<file path="src/rtl/reg_arb_pkg.sv">
// reg_arb_pkg: shared types and defaults for the register-bank arbiter.
//   state_t  : arbiter state (IDLE, GRANT, HOLD)
//   ptr_w()  : width of a requester index for a given requester count
//   DEF_*    : default parameter values used by the arbiter modules
package reg_arb_pkg;

    localparam int unsigned DEF_N_REQ    = 4;
    localparam int unsigned DEF_DATA_W   = 8;
    localparam int unsigned DEF_ADDR_W   = 3;
    localparam int unsigned DEF_MAX_HOLD = 4;

    typedef enum logic [1:0] {
        IDLE  = 2'd0,
        GRANT = 2'd1,
        HOLD  = 2'd2
    } state_t;

    // At least one bit so a single-entry index is still a legal vector.
    function automatic int unsigned ptr_w(input int unsigned n);
        return (n <= 1) ? 1 : $clog2(n);
    endfunction

endpackage

</file>
<file path="src/rtl/reg_arb_rr_pick.sv">
// reg_arb_rr_pick: combinational rotating-priority selector.
//   i_req [N_REQ]  request vector
//   i_ptr [PTR_W]  index of the last winner; search starts at i_ptr+1
//   o_gnt [N_REQ]  one-hot-or-zero grant
//   o_idx [PTR_W]  encoded winner index (0 when nothing is requested)
module reg_arb_rr_pick
    import reg_arb_pkg::*;
#(
    parameter int unsigned N_REQ = DEF_N_REQ,
    localparam int unsigned PTR_W = ptr_w(N_REQ)
) (
    input  logic [N_REQ-1:0] i_req,
    input  logic [PTR_W-1:0] i_ptr,
    output logic [N_REQ-1:0] o_gnt,
    output logic [PTR_W-1:0] o_idx
);

    int unsigned w_cand;
    logic        w_found;

    // Scan ptr+1, ptr+2, ... wrapping; the first asserted request wins.
    always_comb begin
        o_gnt   = '0;
        o_idx   = '0;
        w_found = 1'b0;
        w_cand  = 0;
        for (int unsigned k = 1; k <= N_REQ; k++) begin
            w_cand = (32'(i_ptr) + k) % N_REQ;
            if (!w_found && i_req[PTR_W'(w_cand)]) begin
                w_found                = 1'b1;
                o_gnt[PTR_W'(w_cand)]  = 1'b1;
                o_idx                  = PTR_W'(w_cand);
            end
        end
    end

endmodule

</file>
<file path="src/rtl/reg_bank_arbiter.sv">
// reg_bank_arbiter: register bank with a round-robin arbitrated write port
// and a combinational read port.
//   clk, reset (async, active-high)
//   req[N_REQ], wr_addr[N_REQ*ADDR_W], wr_data[N_REQ*DATA_W] : write requests
//   lock[N_REQ] : grant-hold request (only with REG_ARB_LOCK_EN)
//   gnt[N_REQ]  : same-cycle one-hot-or-zero grant
//   rd_addr, rd_data : asynchronous read of the registered bank
//   busy        : any request pending
// Build option: define REG_ARB_LOCK_EN to enable locked multi-cycle grants
// (up to MAX_HOLD consecutive grants to one requester).
module reg_bank_arbiter
    import reg_arb_pkg::*;
#(
    parameter int unsigned N_REQ    = DEF_N_REQ,
    parameter int unsigned DATA_W   = DEF_DATA_W,
`ifdef REG_ARB_LOCK_EN
    parameter int unsigned MAX_HOLD = DEF_MAX_HOLD,
`endif
    parameter int unsigned ADDR_W   = DEF_ADDR_W
) (
    input  logic                       clk,
    input  logic                       reset,
    input  logic [N_REQ-1:0]           req,
    input  logic [N_REQ*ADDR_W-1:0]    wr_addr,
    input  logic [N_REQ*DATA_W-1:0]    wr_data,
`ifdef REG_ARB_LOCK_EN
    input  logic [N_REQ-1:0]           lock,
`endif
    output logic [N_REQ-1:0]           gnt,
    input  logic [ADDR_W-1:0]          rd_addr,
    output logic [DATA_W-1:0]          rd_data,
    output logic                       busy
);

    localparam int unsigned DEPTH = 1 << ADDR_W;
    localparam int unsigned PTR_W = ptr_w(N_REQ);

    logic [DATA_W-1:0] r_bank [DEPTH];
    logic [PTR_W-1:0]  r_ptr;
    state_t            r_state;

    logic [PTR_W-1:0]  w_ptr_nxt;
    state_t            w_state_nxt;
    logic [N_REQ-1:0]  w_rr_gnt;
    logic [PTR_W-1:0]  w_rr_idx;
    logic [N_REQ-1:0]  w_gnt;
    logic [PTR_W-1:0]  w_win;
    logic              w_grant;
    logic [ADDR_W-1:0] w_wr_addr;
    logic [DATA_W-1:0] w_wr_data;

`ifdef REG_ARB_LOCK_EN
    localparam int unsigned HCNT_W = ptr_w(MAX_HOLD + 1);
    logic [HCNT_W-1:0] r_hold_cnt;
    logic [HCNT_W-1:0] w_hold_cnt_nxt;
    logic              w_in_hold;
`endif

    reg_arb_rr_pick #(.N_REQ(N_REQ)) u_pick (
        .i_req (req),
        .i_ptr (r_ptr),
        .o_gnt (w_rr_gnt),
        .o_idx (w_rr_idx)
    );

    // Grant selection and next-state logic.
    always_comb begin
        w_gnt       = w_rr_gnt;
        w_win       = w_rr_idx;
        w_ptr_nxt   = r_ptr;
        w_state_nxt = r_state;
`ifdef REG_ARB_LOCK_EN
        w_hold_cnt_nxt = r_hold_cnt;
        // While holding, ptr still names the locked owner.
        w_in_hold = (r_state == HOLD) && req[r_ptr];
        if (w_in_hold) begin
            w_gnt        = '0;
            w_gnt[r_ptr] = 1'b1;
            w_win        = r_ptr;
        end
`endif
        if (reset) begin
            w_gnt = '0;
        end
        w_grant = |w_gnt;
        if (w_grant) begin
            w_ptr_nxt = w_win;
        end

`ifdef REG_ARB_LOCK_EN
        if (w_in_hold) begin
            if (!lock[w_win] || (r_hold_cnt + HCNT_W'(1)) == HCNT_W'(MAX_HOLD)) begin
                w_state_nxt    = GRANT;
                w_hold_cnt_nxt = '0;
            end else begin
                w_state_nxt    = HOLD;
                w_hold_cnt_nxt = r_hold_cnt + HCNT_W'(1);
            end
        end else if (w_grant && lock[w_win] && (MAX_HOLD > 1)) begin
            // The entering grant counts as the first of the hold.
            w_state_nxt    = HOLD;
            w_hold_cnt_nxt = HCNT_W'(1);
        end else begin
            w_state_nxt    = w_grant ? GRANT : IDLE;
            w_hold_cnt_nxt = '0;
        end
`else
        case (r_state)
            IDLE, GRANT: w_state_nxt = w_grant ? GRANT : IDLE;
            default:     w_state_nxt = IDLE;
        endcase
`endif
    end

    // Write demux: route the winner's address and data to the bank.
    always_comb begin
        w_wr_addr = '0;
        w_wr_data = '0;
        for (int i = 0; i < N_REQ; i++) begin
            if (w_gnt[i]) begin
                w_wr_addr = wr_addr[i*ADDR_W +: ADDR_W];
                w_wr_data = wr_data[i*DATA_W +: DATA_W];
            end
        end
    end

    // Arbiter state registers.
    always_ff @(posedge clk or posedge reset) begin
        if (reset) begin
            r_ptr      <= PTR_W'(N_REQ - 1);
            r_state    <= IDLE;
`ifdef REG_ARB_LOCK_EN
            r_hold_cnt <= '0;
`endif
        end else begin
            r_ptr      <= w_ptr_nxt;
            r_state    <= w_state_nxt;
`ifdef REG_ARB_LOCK_EN
            r_hold_cnt <= w_hold_cnt_nxt;
`endif
        end
    end

    // Register bank.
    always_ff @(posedge clk or posedge reset) begin
        if (reset) begin
            for (int i = 0; i < DEPTH; i++) begin
                r_bank[i] <= '0;
            end
        end else if (w_grant) begin
            r_bank[w_wr_addr] <= w_wr_data;
        end
    end

    assign gnt     = w_gnt;
    assign rd_data = r_bank[rd_addr];
    assign busy    = |req;

endmodule

</file>
<file path="config.mk">
export PLATFORM = sky130hd
export DESIGN_NAME = reg_bank_arbiter
export DESIGN_NICKNAME = d
export VERILOG_FILES = /design/src/rtl/reg_arb_pkg.sv /design/src/rtl/reg_arb_rr_pick.sv /design/src/rtl/reg_bank_arbiter.sv
export SDC_FILE = /design/constraint.sdc
export NUM_CORES = 1
export LEC_CHECK = 0
export ABC_CLOCK_PERIOD_IN_PS = 4600
export CAP_MARGIN = 0
export CORE_ASPECT_RATIO = 0.9
export CORE_MARGIN = 2
export CORE_UTILIZATION = 25
export DETAILED_ROUTE_END_ITERATION = 7
export PLACE_DENSITY = 0.56
export SETUP_SLACK_MARGIN = 0.02
export SYNTH_ARGS = -nofsm -noshare
export SYNTH_HDL_FRONTEND = slang
export SYNTH_SLANG_ARGS = --single-unit
</file>
<file path="constraint.sdc">
create_clock -name clk -period 4.6 [get_ports clk]
set_input_delay 0.92 -clock clk [delete_from_list [all_inputs] [get_ports clk]]
set_output_delay 0.92 -clock clk [all_outputs]
set_load 0.01 [all_outputs]
</file>
==> impl_metrics.json, run 1 <==
{
  "ys_seq_elements": 66,
  "skew_ps": 3.92,
  "cts.sinks": 66,
  "grt_use_total": 0.130,
  "swShare": 0.401,
  "pin_count": 66,
  "cts_resized": 0,
  "total_power_uw": 4420,
  "hold_path_class": "flop to flop",
  "grt_pass1_vias": 3315,
  "clk_path_buf_depth": 2,
  "hpwl_um": 8050,
  "viasPerCell": 4.93,
  "cp-end-kind": "primary output",
  "timing.final.crit_share": 0.965,
  "leakagePower_uw": 0.00229,
  "clk-insertion-delay-late_ps": 320,
  "fmax_ghz": 0.225,
  "cts_buffers": 9,
  "cts_tree": "done",
  "setup_viol": 0,
  "drt-total-wl_um": 11100,
  "placedInstanceArea_um2": 5220,
  "synthesis.area_um2": 4160,
  "worstPathMaxFanout": 11,
  "relSlewSlack": 0.440,
  "setup_slack_ps": 159,
  "overflow": 0,
  "grt_max_degree": 67,
  "area_growth_pct": 33.1,
  "p_int_uw": 2640,
  "worst_pin_slew_ps": 840,
  "synthArstFlopShare": 1.00,
  "h-tree-depth": 3,
  "clkSlewWorstSetupHoldPaths_ps": 50,
  "firstDrtPassIters": 7,
  "seqPwrFrac": 0.208,
  "postCtsHoldBufs": 0,
  "synth_ff_type": "dfrtp_1",
  "finalMaxSlewViolations": 0,
  "pre_cts_slack_ps": 125,
  "clockRootBuffer": "clkbuf_16",
  "cp.arrival_ps": 3520,
  "required_ps": 3680,
  "violations": "DRC",
  "cap_violations": 0,
  "drt-wirelength-per-cell_um": 17.7,
  "floorplan.initialDensity": 0.256,
  "die_w_um": 140,
  "synth_warnings": 0,
  "std_cell_rows": 44,
  "design.core.area_um2": 16200,
  "netlist_instances": 330,
  "fin_area_um2": 5540,
  "vdd_drop_max_uv": 234,
  "pwr-share-clk": 0.164,
  "synth.distinct_cells": 52,
  "drt_iter0_markers": 177,
  "fin_tns_setup_ps": 0,
  "critical_path_class": "primary input to primary output",
  "dieArea_um2": 17700,
  "hold_viol": 0,
  "p_per_area_nw_per_um2": 797,
  "n_antenna_cell": 0,
  "gp_congestion": 0.880,
  "synth.net_count": 391,
  "power.switching_uw": 1770,
  "syn_area_per_cell_um2": 12.6,
  "drtAntennaViolNets": 0,
  "fillCellCount": 1584,
  "synth-edff-count": 0,
  "synth_seq_area_share": 0.397,
  "grt_pass1_wl_um": 17900,
  "rsz0062_at_grt": "no",
  "drc": 3,
  "fin_nets": 478,
  "pwr-share-comb": 0.628,
  "fin_crit_ps": 4440,
  "crit_path_start_kind": "primary input",
  "die_y_um": 126,
  "cts_setup_buffers": 0,
  "place.port_buffers": 65,
  "status": "complete, but fails checks",
  "antenna_found_initial": 0,
  "drive_above_1_share": 0.386,
  "via_count": 3100
}
[power groups by stage]
stage / logic, uW / registers, uW / clock network (uW)
6_report: 2770 / 918 / 722
5_1_grt: 3010 / 948 / 767
4_1_cts: 2790 / 917 / 736
3_5_place_dp: 2780 / 927 / 0
3_3_place_gp: 2730 / 911 / 0
2_1_floorplan: 1940 / 901 / 0
[per-stage QoR]
stage / hold slack, ps / utilization / instances
after floorplan: 475 / - / 330
after global placement: 484 / 0.321 / 613
after detailed placement: 490 / 0.321 / 613
after CTS: 502 / 0.341 / 629
after global routing: 508 / 0.341 / 629
final: 501 / 0.341 / 629
[metal layers]
metal	vias up	wire length, um	global-route usage
li1	1445	-	-
met1	1598	4830	0.161
met2	45	5820	0.232
met3	12	307	0.0264
met4	0	143	0.0315
met5	-	0	0
[final cells by class]
class / instances / area [um2] / share of cell area
Timing Repair Buffer: 96 / 883 / 0.159
Sequential cell: 66 / 1650 / 0.299
Clock inverter: 6 / 80.1 / 0.0145
Clock buffer: 10 / 239 / 0.0431
Tap cell: 207 / 259 / 0.0468
Inverter: 9 / 33.8 / 0.00610
Multi-Input combinational cell: 235 / 2390 / 0.431
[cells by family (layout without fill, tap and decap cells)]
family | Yosys count | count (layout) | share of synthesized area
multiplexers | 96 | 96 | 0.310
adder cells (fa/ha/maj) | 8 | 8 | 0.0241
buffers and inverters | 29 | 121 | 0.0298
XOR/XNOR | 1 | 1 | 0.00211
flip-flops | 66 | 66 | 0.397
AND/OR/NAND/NOR | 70 | 70 | 0.0974
AO/OA/AOI/OAI | 60 | 60 | 0.139
[cell usage after synthesis (all sizes together), types with 4 or more instances]
cell type  count  share of area
a211oi         4          0.017
a221oi        10          0.021
buf            9          0.011
clkbuf        11          0.010
dfrtp         64           0.38
ha             8          0.024
inv            9         0.0081
mux2          74           0.20
mux4          19           0.10
nand2         25          0.023
nor2          18          0.017
nor4           4          0.020
o21ai          7         0.0084
o31ai          8          0.014
[sequential cells by signal (all words and copies together), names as in the netlist]
signal / cells
r_ptr: 2
r_bank: 64
[worst max-delay path, stage by stage]
cell             delay [ps]
clkdlybuf4s50_1         570
mux4_2                  640
or3_4                   430
o22a_1                  180
inv_1                   190
clkdlybuf4s50_1         590
[final timing paths]
path / startpoint / to / slack (ps) / cells after the start
worst max-delay path: req[0] / gnt[2] / 160 / 6
worst max register to register: r_ptr[0]$_DFFE_PP1P_ / r_bank[25]$_DFFE_PP0P_ / 600 / 11
min in group asynchronous: reset / r_bank[45]$_DFFE_PP0P_ / 1560 / 3
worst min-delay path: r_bank[41]$_DFFE_PP0P_ / r_bank[41]$_DFFE_PP0P_ / 500 / 1
max in group asynchronous: reset / r_bank[31]$_DFFE_PP0P_ / 2500 / 3
worst min register to register: r_bank[41]$_DFFE_PP0P_ / r_bank[41]$_DFFE_PP0P_ / 500 / 1
[layout by cell type (no fill, tap or decap), types with 4 or more instances in the layout]
cell             instances
a221oi_1                10
clkbuf_16                9
ha_1                     8
o21ai_0                  7
clkinv_2                 4
clkdlybuf4s50_1         65
mux4_2                  19
nand2_1                 25
mux2_2                  74
inv_1                    8
dfrtp_1                 64
nor4_4                   4
o31ai_1                  8
buf_4                   31
nor2_1                  17
(Power assumes the default switching activity.)
==> run 2, diff against run 1 <==
CTS_BUF_LIST = sky130_fd_sc_hd__clkbuf_16   (was not set)
CTS_CLUSTER_DIAMETER = 120   (was not set)
==> impl_metrics.json, run 2 (synthesis gave the netlist of run 1 again) <==
{
  "cts_setup_buffers": 0,
  "cp-end-kind": "primary output",
  "required_ps": 3680,
  "status": "complete, but fails checks",
  "dieArea_um2": 17700,
  "die_w_um": 140,
  "largest-register": "r_bank",
  "cp-startpoint": "req[1]",
  "grt_use_total": 0.130,
  "clockRootBuffer": "clkbuf_16",
  "rr_startpoint": "r_ptr[0]$_DFFE_PP1P_",
  "fin_crit_ps": 4440,
  "fmax_ghz": 0.225,
  "slowest_delay_ps": 630,
  "floorplan.initialDensity": 0.256,
  "clk_path_buf_depth": 2,
  "design.core.area_um2": 16200,
  "hpwl_um": 8050,
  "drt-total-wl_um": 11100,
  "pin_count": 66,
  "cp.arrival_ps": 3520,
  "drc": 3,
  "antenna_found_initial": 0,
  "final_cell_mix": "mux2_2 (74), clkdlybuf4s50_1 (65), dfrtp_1 (64), buf_4 (31), nand2_1 (25)",
  "vdd_drop_max_uv": 234,
  "crit_end": "gnt[2]",
  "timing.final.crit_share": 0.965,
  "r2r_cells": 11,
  "cpMaxStageDelayCell": "mux4_2",
  "leakagePower_uw": 0.00229,
  "clkSlewWorstSetupHoldPaths_ps": 50,
  "fin_tns_setup_ps": 0,
  "grt_pass1_vias": 3319,
  "cts.sinks": 66,
  "hold_path_class": "flop to flop",
  "crit_path_start_kind": "primary input",
  "crit_chain": "clkdlybuf4s50_1, mux4_2, or3_4, o22a_1, inv_1, clkdlybuf4s50_1",
  "reg_top3": "r_bank x64, r_ptr x2",
  "via_count": 3078,
  "rsz0062_at_grt": "no",
  "fin_nets": 478,
  "cts_resized": 0,
  "mostFrequentLayoutCell": "mux2_2",
  "grt_max_degree": 67,
  "final_util": 0.340,
  "viasPerCell": 4.89,
  "cap_violations": 0,
  "std_cell_rows": 44,
  "area_growth_pct": 32.9,
  "postCtsHoldBufs": 0,
  "worstPathMaxFanout": 11,
  "firstDrtPassIters": 6,
  "hold_viol": 0,
  "drt_iter0_markers": 171,
  "gp_congestion": 0.880,
  "grt_pass1_wl_um": 17900,
  "finalMaxSlewViolations": 0,
  "place.port_buffers": 65,
  "n_antenna_cell": 0,
  "overflow": 0,
  "die_y_um": 126,
  "cts_buffers": 9,
  "drive_above_1_share": 0.384,
  "critical_path_class": "primary input to primary output",
  "largest_reg_flops": 64,
  "reg2reg_to": "r_bank[25]$_DFFE_PP0P_",
  "p_per_area_nw_per_um2": 796,
  "clk-insertion-delay-late_ps": 330,
  "cts_tree": "done",
  "setup_viol": 0,
  "h-tree-depth": 3,
  "drt-wirelength-per-cell_um": 17.6,
  "fillCellCount": 1585,
  "path_common_cell": "clkdlybuf4s50_1",
  "drtAntennaViolNets": 0,
  "worst_pin_slew_ps": 829,
  "relSlewSlack": 0.442,
  "violations": "DRC",
  "skew_ps": 3.63,
  "reg2reg_slack_ps": 600
}
[run 2: worst min path at each step]
stage	startpoint	to	slack (ps)	cells after the start
finish	r_bank[41]$_DFFE_PP0P_	r_bank[41]$_DFFE_PP0P_	500	1
floorplan	r_bank[10]$_DFFE_PP0P_	r_bank[10]$_DFFE_PP0P_	480	1
CTS	r_bank[41]$_DFFE_PP0P_	r_bank[41]$_DFFE_PP0P_	500	1
global route	r_bank[19]$_DFFE_PP0P_	r_bank[19]$_DFFE_PP0P_	510	1
global placement	r_bank[33]$_DFFE_PP0P_	r_bank[33]$_DFFE_PP0P_	480	1
detailed placement	r_bank[41]$_DFFE_PP0P_	r_bank[41]$_DFFE_PP0P_	490	1
[run 2: metal layers]
metal,up-vias,wire length [um],GRT usage
met5,-,0,0
met4,0,143,0.0315
met3,12,309,0.0264
met2,41,5860,0.232
met1,1583,4780,0.161
li1,1442,-,-
[run 2: critical path, delay by kind of cell]
kind	cells	cell delay (ps)
mux	1	630
buf+inv	3	1350
compound gates	1	180
simple gates	1	430
[run 2: cell type report]
cell class / count / area [um2] / share of cell area
well taps: 207 / 259 / 0.0468
multi-input cells: 235 / 2390 / 0.432
clock buffers: 9 / 225 / 0.0407
inverters: 9 / 33.8 / 0.00611
clock inverters: 7 / 83.8 / 0.0152
flip-flops and latches: 66 / 1650 / 0.299
repair buffers: 96 / 883 / 0.160
[run 2: power by group]
part,switching (uW),leakage (uW),internal [uW],total [uW]
clock network,238,0.000156,468,705
registers,98.9,0.000858,819,918
logic,1430,0.00127,1340,2780
[run 2: metrics by stage]
| step | hold slack, ps | instances | power [uW] | area, um2 | setup slack, ps |
|---|---|---|---|---|---|
| finish | 501 | 629 | 4400 | 5530 | 163 |
| global route | 508 | 629 | 4710 | 5530 | 65.2 |
| CTS | 502 | 629 | 4430 | 5530 | 190 |
| detailed placement | 490 | 613 | 3710 | 5220 | 125 |
| global placement | 484 | 613 | 3640 | 5220 | 177 |
| floorplan | 475 | 330 | 2840 | 4160 | 136 |
==> run 3, diff against run 2 <==
GPL_TIMING_DRIVEN = 0   (was not set)
==> impl_metrics.json, run 3 (synthesis gave the netlist of run 1 again) <==
{
  "die_y_um": 126,
  "grt_max_degree": 41,
  "reg2reg_slack_ps": 200,
  "finalMaxSlewViolations": 0,
  "largest_reg_flops": 64,
  "viasPerCell": 4.97,
  "floorplan.initialDensity": 0.256,
  "reg2reg_to": "r_bank[6]$_DFFE_PP0P_",
  "skew_ps": 4.27,
  "relSlewSlack": 0.480,
  "vdd_drop_max_uv": 257,
  "p_per_area_nw_per_um2": 800,
  "timing.final.crit_share": 0.972,
  "required_ps": 3680,
  "reg_top3": "r_bank x64, r_ptr x2",
  "drtAntennaViolNets": 0,
  "fin_crit_ps": 4470,
  "cp-startpoint": "r_ptr[0]$_DFFE_PP1P_",
  "grt_pass1_wl_um": 18200,
  "clk-insertion-delay-late_ps": 320,
  "antenna_found_initial": 0,
  "mostFrequentLayoutCell": "mux2_2",
  "worst_pin_slew_ps": 780,
  "pre_cts_slack_ps": -738,
  "pwr-share-comb": 0.659,
  "design.core.area_um2": 16200,
  "status": "complete, but fails checks",
  "worstHoldStart": "r_bank[47]$_DFFE_PP0P_",
  "hold_viol": 0,
  "firstDrtPassIters": 6,
  "leakagePower_uw": 0.00226,
  "postCtsHoldBufs": 0,
  "drt-wirelength-per-cell_um": 18.4,
  "grt_pass1_vias": 3259,
  "clk_path_buf_depth": 2,
  "hpwl_um": 8110,
  "clockRootBuffer": "clkbuf_16",
  "place.port_buffers": 60,
  "setup_viol": 0,
  "cp-end-kind": "primary output",
  "whs_ps": 501,
  "pin_count": 66,
  "drc": 3,
  "dieArea_um2": 17700,
  "crit_path_start_kind": "flop",
  "gp_congestion": 0.800,
  "setup_slack_ps": 131,
  "cts.sinks": 66,
  "hold_path_class": "flop to flop",
  "clkSlewWorstSetupHoldPaths_ps": 50,
  "min_path_cells": 1,
  "h-tree-depth": 3,
  "fmax_ghz": 0.224,
  "fillCellCount": 1610,
  "swShare": 0.422,
  "drt-total-wl_um": 11500,
  "drt_iter0_markers": 139,
  "p_int_uw": 2560,
  "cts_tree": "done",
  "via_count": 3100,
  "area_growth_pct": 33.0,
  "rr_startpoint": "r_ptr[0]$_DFFE_PP1P_",
  "fin_area_um2": 5530,
  "hold_path_end": "r_bank[47]$_DFFE_PP0P_",
  "grt_use_total": 0.134,
  "cts_buffers": 9,
  "drive_above_1_share": 0.384,
  "power.switching_uw": 1870,
  "violations": "DRC",
  "n_antenna_cell": 0,
  "cp.arrival_ps": 3550,
  "fin_nets": 474,
  "pwr-share-clk": 0.130,
  "std_cell_rows": 44,
  "largest-register": "r_bank",
  "overflow": 0,
  "die_w_um": 140,
  "worstPathMaxFanout": 10,
  "rsz0062_at_grt": "no",
  "multi_input_area_um2": 2440,
  "seqPwrFrac": 0.211,
  "regArea_um2": 1650,
  "cap_violations": 0,
  "placedInstanceArea_um2": 5040,
  "critical_path_class": "flop to primary output",
  "final_cell_mix": "mux2_2 (74), dfrtp_1 (64), clkdlybuf4s50_1 (58), nand2_1 (25), mux4_2 (19)",
  "r2r_cells": 12
}
[run 3: cell count changes in the layout (fill, tap and decap cells not counted), sizes merged]
cell           previous run  this run
inv                       9         8
clkdlybuf4s50            65        58
dlymetal6s2s              0         1
buf                      31        21
clkinvlp                  0         2
dlygate4sd2               0         1
clkdlybuf4s15             0         1
clkbuf                    9        19
bufinv                    2         0
[run 3: timing repair]
action                                  CTS  global route
buffers inserted                          5             7
endpoints found under the setup margin   76            62
gates resized for setup                  16            11
pin swaps                                 1             6
[run 3: power groups by stage]
stage,clock network [uW],logic [uW],registers [uW]
after floorplan,0,1940,901
after global placement,0,2530,927
after detailed placement,0,2590,941
after CTS,594,2700,931
after global routing,627,3120,960
final,577,2920,932
[run 3: per-stage QoR]
step	power (uW)	utilization	TNS, ps	cells
after global routing	4710	0.341	0	624
final	4430	0.341	0	624
after CTS	4230	0.331	0	617
after floorplan	2840	-	0	330
after global placement	3460	0.309	-76290	597
after detailed placement	3540	0.310	-26380	598
[run 3: area by class of cell]
cell class | count | share of cell area
multi-input combinational | 235 | 0.441
sequential | 66 | 0.299
timing repair buffer | 73 | 0.140
tap | 207 | 0.0468
clock buffer | 9 | 0.0407
buffer | 19 | 0.0208
inverter | 9 | 0.00746
clock inverter | 6 | 0.00475
[run 3: worst max-delay path by stage]
stage | slack [ps] | to | cells after the start
4_1_cts | 40 | r_bank[27]$_DFFE_PP0P_ | 13
2_1_floorplan | 140 | r_bank[0]$_DFFE_PP0P_ | 5
3_5_place_dp | -740 | gnt[3] | 12
3_3_place_gp | -1430 | r_bank[7]$_DFFE_PP0P_ | 6
6_report | 130 | gnt[1] | 10
5_1_grt | 30 | gnt[1] | 10
[run 3: metal layers]
metal,global-route usage,share of wire,vias to the layer above
met1,0.170,0.45,1606
met2,0.227,0.51,49
li1,-,-,1433
met3,0.0310,0.029,12
met4,0.0416,0.013,0
met5,0,0,-
[run 3: worst max-delay path, cell delays in order (launching register included)]
cell	delay (ps)
dfstp_2	550
buf_6	150
clkinvlp_4	100
ha_1	280
buf_4	160
mux4_2	570
a221o_1	300
a21o_1	180
a32oi_4	350
nor2_4	80
clkdlybuf4s50_1	490
